===== config.mk =====
export PLATFORM = sky130hd
export DESIGN_NAME = mips_exec_datapath
export DESIGN_NICKNAME = d
export VERILOG_FILES = /design/src/rtl/mips_exec_datapath_pkg.sv /design/src/rtl/mips_exec_datapath_reg_file.sv /design/src/rtl/mips_exec_datapath.sv
export SDC_FILE = /design/constraint.sdc
export NUM_CORES = 2
export LEC_CHECK = 0
export CAP_MARGIN = 20
export CORE_MARGIN = 1
export CORE_UTILIZATION = 40
export CTS_CLUSTER_SIZE = 24
export DETAILED_ROUTE_END_ITERATION = 6
export GPL_ROUTABILITY_DRIVEN = 1
export PLACE_DENSITY = 0.59
export SLEW_MARGIN = 40
export SYNTH_ARGS = -nofsm -noshare
export SYNTH_HDL_FRONTEND = slang
export SYNTH_SLANG_ARGS = --single-unit

===== constraint.sdc =====
create_clock -name clk -period 24.3 [get_ports clk]
set_clock_uncertainty 0.15 [all_clocks]
set_input_delay 4.86 -clock clk [delete_from_list [all_inputs] [get_ports clk]]
set_output_delay 4.86 -clock clk [all_outputs]
set_load 0.01 [all_outputs]

===== src/rtl/mips_exec_datapath_pkg.sv =====
// Shared opcode and ALU-function encodings for the MIPS execute datapath.
package mips_exec_datapath_pkg;

   localparam int unsigned XLEN  = 32;
   localparam int unsigned NREGS = 32;
   localparam int unsigned AW    = 5;

   typedef enum logic [5:0] {
      OP_RTYPE = 6'h00,
      OP_J     = 6'h02,
      OP_JAL   = 6'h03,
      OP_ADDIU = 6'h09,
      OP_SLTI  = 6'h0A,
      OP_SLTIU = 6'h0B,
      OP_ANDI  = 6'h0C,
      OP_ORI   = 6'h0D,
      OP_XORI  = 6'h0E,
      OP_LW    = 6'h23,
      OP_SW    = 6'h2B
   } opcode_e;

   typedef enum logic [5:0] {
      FN_SLL  = 6'h00,
      FN_SRL  = 6'h02,
      FN_SRA  = 6'h03,
      FN_SLLV = 6'h04,
      FN_SRLV = 6'h06,
      FN_SRAV = 6'h07,
      FN_JR   = 6'h08,
      FN_ADDU = 6'h21,
      FN_SUBU = 6'h23,
      FN_AND  = 6'h24,
      FN_OR   = 6'h25,
      FN_XOR  = 6'h26,
      FN_NOR  = 6'h27,
      FN_SLT  = 6'h2A,
      FN_SLTU = 6'h2B
   } alu_fn_e;

endpackage


===== src/rtl/mips_exec_datapath_reg_file.sv =====
// 32x32 register file: two async read ports, one sync write port, r0 hardwired to zero.
module mips_exec_datapath_reg_file
   import mips_exec_datapath_pkg::*;
(
   input  logic            clk,
   input  logic            reset,
   input  logic [AW-1:0]   ra_addr_i,
   input  logic [AW-1:0]   rb_addr_i,
   input  logic [AW-1:0]   wr_addr_i,
   input  logic            wr_en_i,
   input  logic [XLEN-1:0] wr_data_i,
   output logic [XLEN-1:0] ra_data_o,
   output logic [XLEN-1:0] rb_data_o,
   output logic [XLEN-1:0] v0_o
);

   logic [XLEN-1:0] regs_q [NREGS];

   // Reset has priority over a same-cycle write.
   always_ff @(posedge clk) begin
      if (reset) begin
         for (int i = 0; i < NREGS; i++) regs_q[i] <= '0;
      end else if (wr_en_i && (wr_addr_i != '0)) begin
         regs_q[wr_addr_i] <= wr_data_i;
      end
   end

   assign ra_data_o = (ra_addr_i == '0) ? '0 : regs_q[ra_addr_i];
   assign rb_data_o = (rb_addr_i == '0) ? '0 : regs_q[rb_addr_i];
   assign v0_o      = regs_q[2];

endmodule


===== src/rtl/mips_exec_datapath.sv =====
// Execute-stage datapath: register file, ALU-control decode and a 32-bit combinational ALU.
module mips_exec_datapath
   import mips_exec_datapath_pkg::*;
(
   input  logic            clk,
   input  logic            reset,
   input  logic [5:0]      opcode,
   input  logic [5:0]      funct,
   input  logic [4:0]      shamt,
   input  logic [AW-1:0]   rs_addr,
   input  logic [AW-1:0]   rt_addr,
   input  logic [AW-1:0]   wr_addr,
   input  logic            wr_en,
   input  logic [XLEN-1:0] wr_data,
   input  logic [XLEN-1:0] alu_b,
   output logic [XLEN-1:0] rs_val,
   output logic [XLEN-1:0] rt_val,
   output logic [XLEN-1:0] alu_out,
   output logic [5:0]      alu_fncode,
   output logic [XLEN-1:0] register_v0
);

   mips_exec_datapath_reg_file u_rf (
      .clk       (clk),
      .reset     (reset),
      .ra_addr_i (rs_addr),
      .rb_addr_i (rt_addr),
      .wr_addr_i (wr_addr),
      .wr_en_i   (wr_en),
      .wr_data_i (wr_data),
      .ra_data_o (rs_val),
      .rb_data_o (rt_val),
      .v0_o      (register_v0)
   );

   // Immediate forms map onto their R-type equivalents; jumps and unknowns add.
   always_comb begin
      alu_fncode = FN_ADDU;
      case (opcode)
         OP_RTYPE:                   alu_fncode = funct;
         OP_ADDIU, OP_LW, OP_SW:     alu_fncode = FN_ADDU;
         OP_ANDI:                    alu_fncode = FN_AND;
         OP_ORI:                     alu_fncode = FN_OR;
         OP_XORI:                    alu_fncode = FN_XOR;
         OP_SLTI:                    alu_fncode = FN_SLT;
         OP_SLTIU:                   alu_fncode = FN_SLTU;
         default:                    alu_fncode = FN_ADDU;
      endcase
   end

   logic [4:0] vsh;
   assign vsh = rs_val[4:0];

   always_comb begin
      alu_out = '0;
      case (alu_fncode)
         FN_ADDU: alu_out = rs_val + alu_b;
         FN_SUBU: alu_out = rs_val - alu_b;
         FN_AND:  alu_out = rs_val & alu_b;
         FN_OR:   alu_out = rs_val | alu_b;
         FN_XOR:  alu_out = rs_val ^ alu_b;
         FN_NOR:  alu_out = ~(rs_val | alu_b);
         FN_SLT:  alu_out = {31'd0, $signed(rs_val) < $signed(alu_b)};
         FN_SLTU: alu_out = {31'd0, rs_val < alu_b};
         FN_SLL:  alu_out = alu_b << shamt;
         FN_SRL:  alu_out = alu_b >> shamt;
         FN_SRA:  alu_out = $unsigned($signed(alu_b) >>> shamt);
         FN_SLLV: alu_out = alu_b << vsh;
         FN_SRLV: alu_out = alu_b >> vsh;
         FN_SRAV: alu_out = $unsigned($signed(alu_b) >>> vsh);
         default: alu_out = '0;
      endcase
   end

endmodule


==> results.py <==
metrics = {
    "placed_design": {
        "dp_hpwl_um": 174000,
        "placedCellCount": 7133,
        "gp_routability_congestion": 1.07,
        "port_buffers": 232,
        "placed_area_um2": 70500,
    },
    "critical_path": {
        "crit_slowest_cell": "buf_4",
        "crit_fanout": 119,
        "crit_chain": "buf_8 -> buf_4 -> buf_12 -> mux4_2 -> mux4_2 -> mux2_2 -> nand2_1 -> ha_1 -> nand4_1 -> nor3b_1 -> o21ai_0 -> and3_1 -> o21ai_0 -> o311ai_1 -> or4_1 -> or3_1 -> a2111oi_2 -> o2111ai_1 -> clkdlybuf4s50_1",
        "crit_type": "input port to output pin",
        "cpPeakStageDelay_ps": 770,
        "worst-endpoint-required_ps": 19290,
        "start_kind": "input port",
        "crit_start": "rs_addr[1]",
        "cp.arrival_ps": 12500,
        "crit_path_end_kind": "output pin",
    },
    "clock_tree": {
        "cts_setup_buffers": 0,
        "cts_root_buffer": "clkbuf_16",
        "cts_buffers": 107,
        "cts_hold_buffers": 0,
        "path_clk_slew_ps": 60,
        "clk_path_buf_depth": 3,
        "clock_sinks": 1024,
        "post_cts_resized": 0,
        "cts_tree": "built",
        "htree_num_levels": 3,
    },
    "floorplanning": {
        "start_util": 0.403,
        "rows": 148,
        "dieArea_um2": 166000,
        "dieHeight_um": 407,
        "io_pins": 233,
        "die_w_um": 407,
        "coreArea_um2": 163000,
    },
    "global_route": {
        "grt_pass1_wl_um": 376000,
        "grt_max_degree": 120,
        "gr-usage-all-layers": 0.321,
        "antenna_found_initial": 25,
        "globalRoute.totalOverflow": 0,
        "grt_pass1_vias": 46929,
    },
    "synth": {
        "synth_area_um2": 65700,
        "syn_area_per_cell_um2": 13.1,
        "async_flop_share": 0,
        "synth_top_area_frac": 0.468,
        "synth.distinct_cells": 107,
        "synth_cells": 5017,
        "synthDominantAreaCellType": "edfxtp_1",
        "synth_area_leaders": "edfxtp_1 (47%), mux4_2 (21%), and2_1 (9.6%)",
        "synth_edf_count": 1024,
        "ys.flop_type": "edfxtp_1",
        "yosysWarnings": 0,
        "ys_ff_latch": 1024,
        "yosysSeqAreaShare": 0.468,
    },
    "detailed_routing": {
        "drt_iter0_markers": 6773,
        "vias_per_cell": 6.56,
        "totalWireLength_um": 271000,
        "vias": 48123,
        "drtAntennaViolNets": 0,
        "drtPass1Iterations": 7,
        "drc_errors": 0,
        "post_drt_wl_per_cell_um": 36.9,
    },
    "cells_and_area": {
        "stdcell_area_um2": 74000,
        "final_common_cell": "edfxtp_1",
        "layout-drive-gt1-share": 0.219,
        "top_register": "u_rf.regs_q",
        "area_delta_synth_final_pct": 12.7,
        "largestRegisters": "u_rf.regs_q: 1024 flops",
        "largest_reg_flops": 1024,
        "layoutNonFillerInstCount": 7340,
        "num-fill-cells": 14668,
        "nNetsFinal": 5268,
        "final_cell_mix": "edfxtp_1 (1,024), and2_1 (1,002), mux4_2 (616), mux2i_1 (240), nand2_1 (203)",
    },
    "power": {
        "power.leakage_nw": 26.0,
        "p_per_area_nw_per_um2": 66.2,
        "peakVddDrop_uv": 57.5,
        "total_power_mw": 4.90,
    },
    "timing": {
        "tightest_slew_ps": 971,
        "finalSetupViolCount": 0,
        "post-route-period-util": 0.720,
        "min_period_ps": 17510,
        "rsz0062_at_grt": "false",
        "holdWs_ps": 4570,
        "max_freq_mhz": 57.1,
        "final-hold-violation-count": 0,
        "slew_viol_final": 0,
        "maxSlewHeadroom": 0.352,
        "setup-tns-final_ps": 0,
    },
    "hold_path": {
        "hold_class": "input port to register",
        "hp-start": "wr_data[28]",
    },
    "job": {
        "cap_violations": 0,
    },
    "run_status": {
        "status": "complete, no violations",
    },
}
-- cell families after synthesis --
family,synth area share
compound gates,0.0711
xor+xnor,0.00227
fa+ha+maj,0.0197
buf+inv,0.0354
flops,0.468
mux,0.256
other cells,0.0000571
simple gates,0.147
-- metal layers --
layer  part of all wire  vias to the layer above  global-route usage  routed length, um
li1                   -                    19455                   -                  -
met1               0.39                    24908               0.439             106000
met2               0.45                     3179               0.495             122000
met3               0.11                      577              0.0724              29300
met4              0.048                        4               0.129              13100
met5           0.000078                        -                   0                 21
-- path summary, 6_finish.rpt --
kind	endpoint	slack (ps)	cells after the start
hold / removal	u_rf.regs_q[2][28]$_SDFFCE_PN0P_	4570	2
setup / recovery	alu_out[11]	6790	19
-- layout make-up --
| cell class | instances | area [um2] | share of cell area |
|---|---|---|---|
| inverter | 108 | 405 | 0.00547 |
| multi-input combinational | 3441 | 33100 | 0.447 |
| clock inverter | 60 | 713 | 0.00963 |
| sequential | 1024 | 30700 | 0.415 |
| clock buffer | 135 | 2780 | 0.0376 |
| antenna | 12 | 30.0 | 0.000406 |
| timing repair buffer | 385 | 3570 | 0.0482 |
| tap | 2175 | 2720 | 0.0368 |
-- power by group --
| group | switching (mW) | leakage, nW | internal, mW | total, mW |
|---|---|---|---|---|
| clock | 0.740 | 1.68 | 0.943 | 1.68 |
| combinational | 0.678 | 14.5 | 0.450 | 1.13 |
| sequential | 0.0498 | 9.75 | 2.04 | 2.09 |
| total | 1.47 | 26.0 | 3.43 | 4.90 |
-- synthesized netlist by cell type (all sizes together) (10+ instances only) --
library cell and instances:
xnor2 13, nor4 15, a21o 11, nand3 64, o221ai 20, a211oi 28, and2 1004, o211ai 35
mux4 616, a21boi 11, edfxtp 1024, mux2i 243, nand2b 24, mux2 46, or4 10, and3 13
nor2 207, o21bai 14, inv 107, buf 103, or3 15, a31oi 20, a21oi 192, o21ai 93
nor3 50, o22ai 37, a22oi 31, a221o 10, or2 37, o21a 12, ha 100, a221oi 30
nand4 19, o31ai 23, clkbuf 372, a2111oi 12, nand2 207
-- critical path, delay by kind of cell --
kind / cells / cell delay, ps
mux: 3 / 1130
buf+inv: 4 / 2410
fa+ha+maj: 1 / 290
compound gates: 5 / 1540
simple gates: 6 / 2030
-- through the flow --
step	setup slack [ps]	util
global route	6640	0.454
floorplan	8420	-
finish	6790	0.454
detailed placement	6890	0.433
CTS	6870	0.454
global placement	6330	0.432
Note: power is estimated with default switching activity, not from simulation.
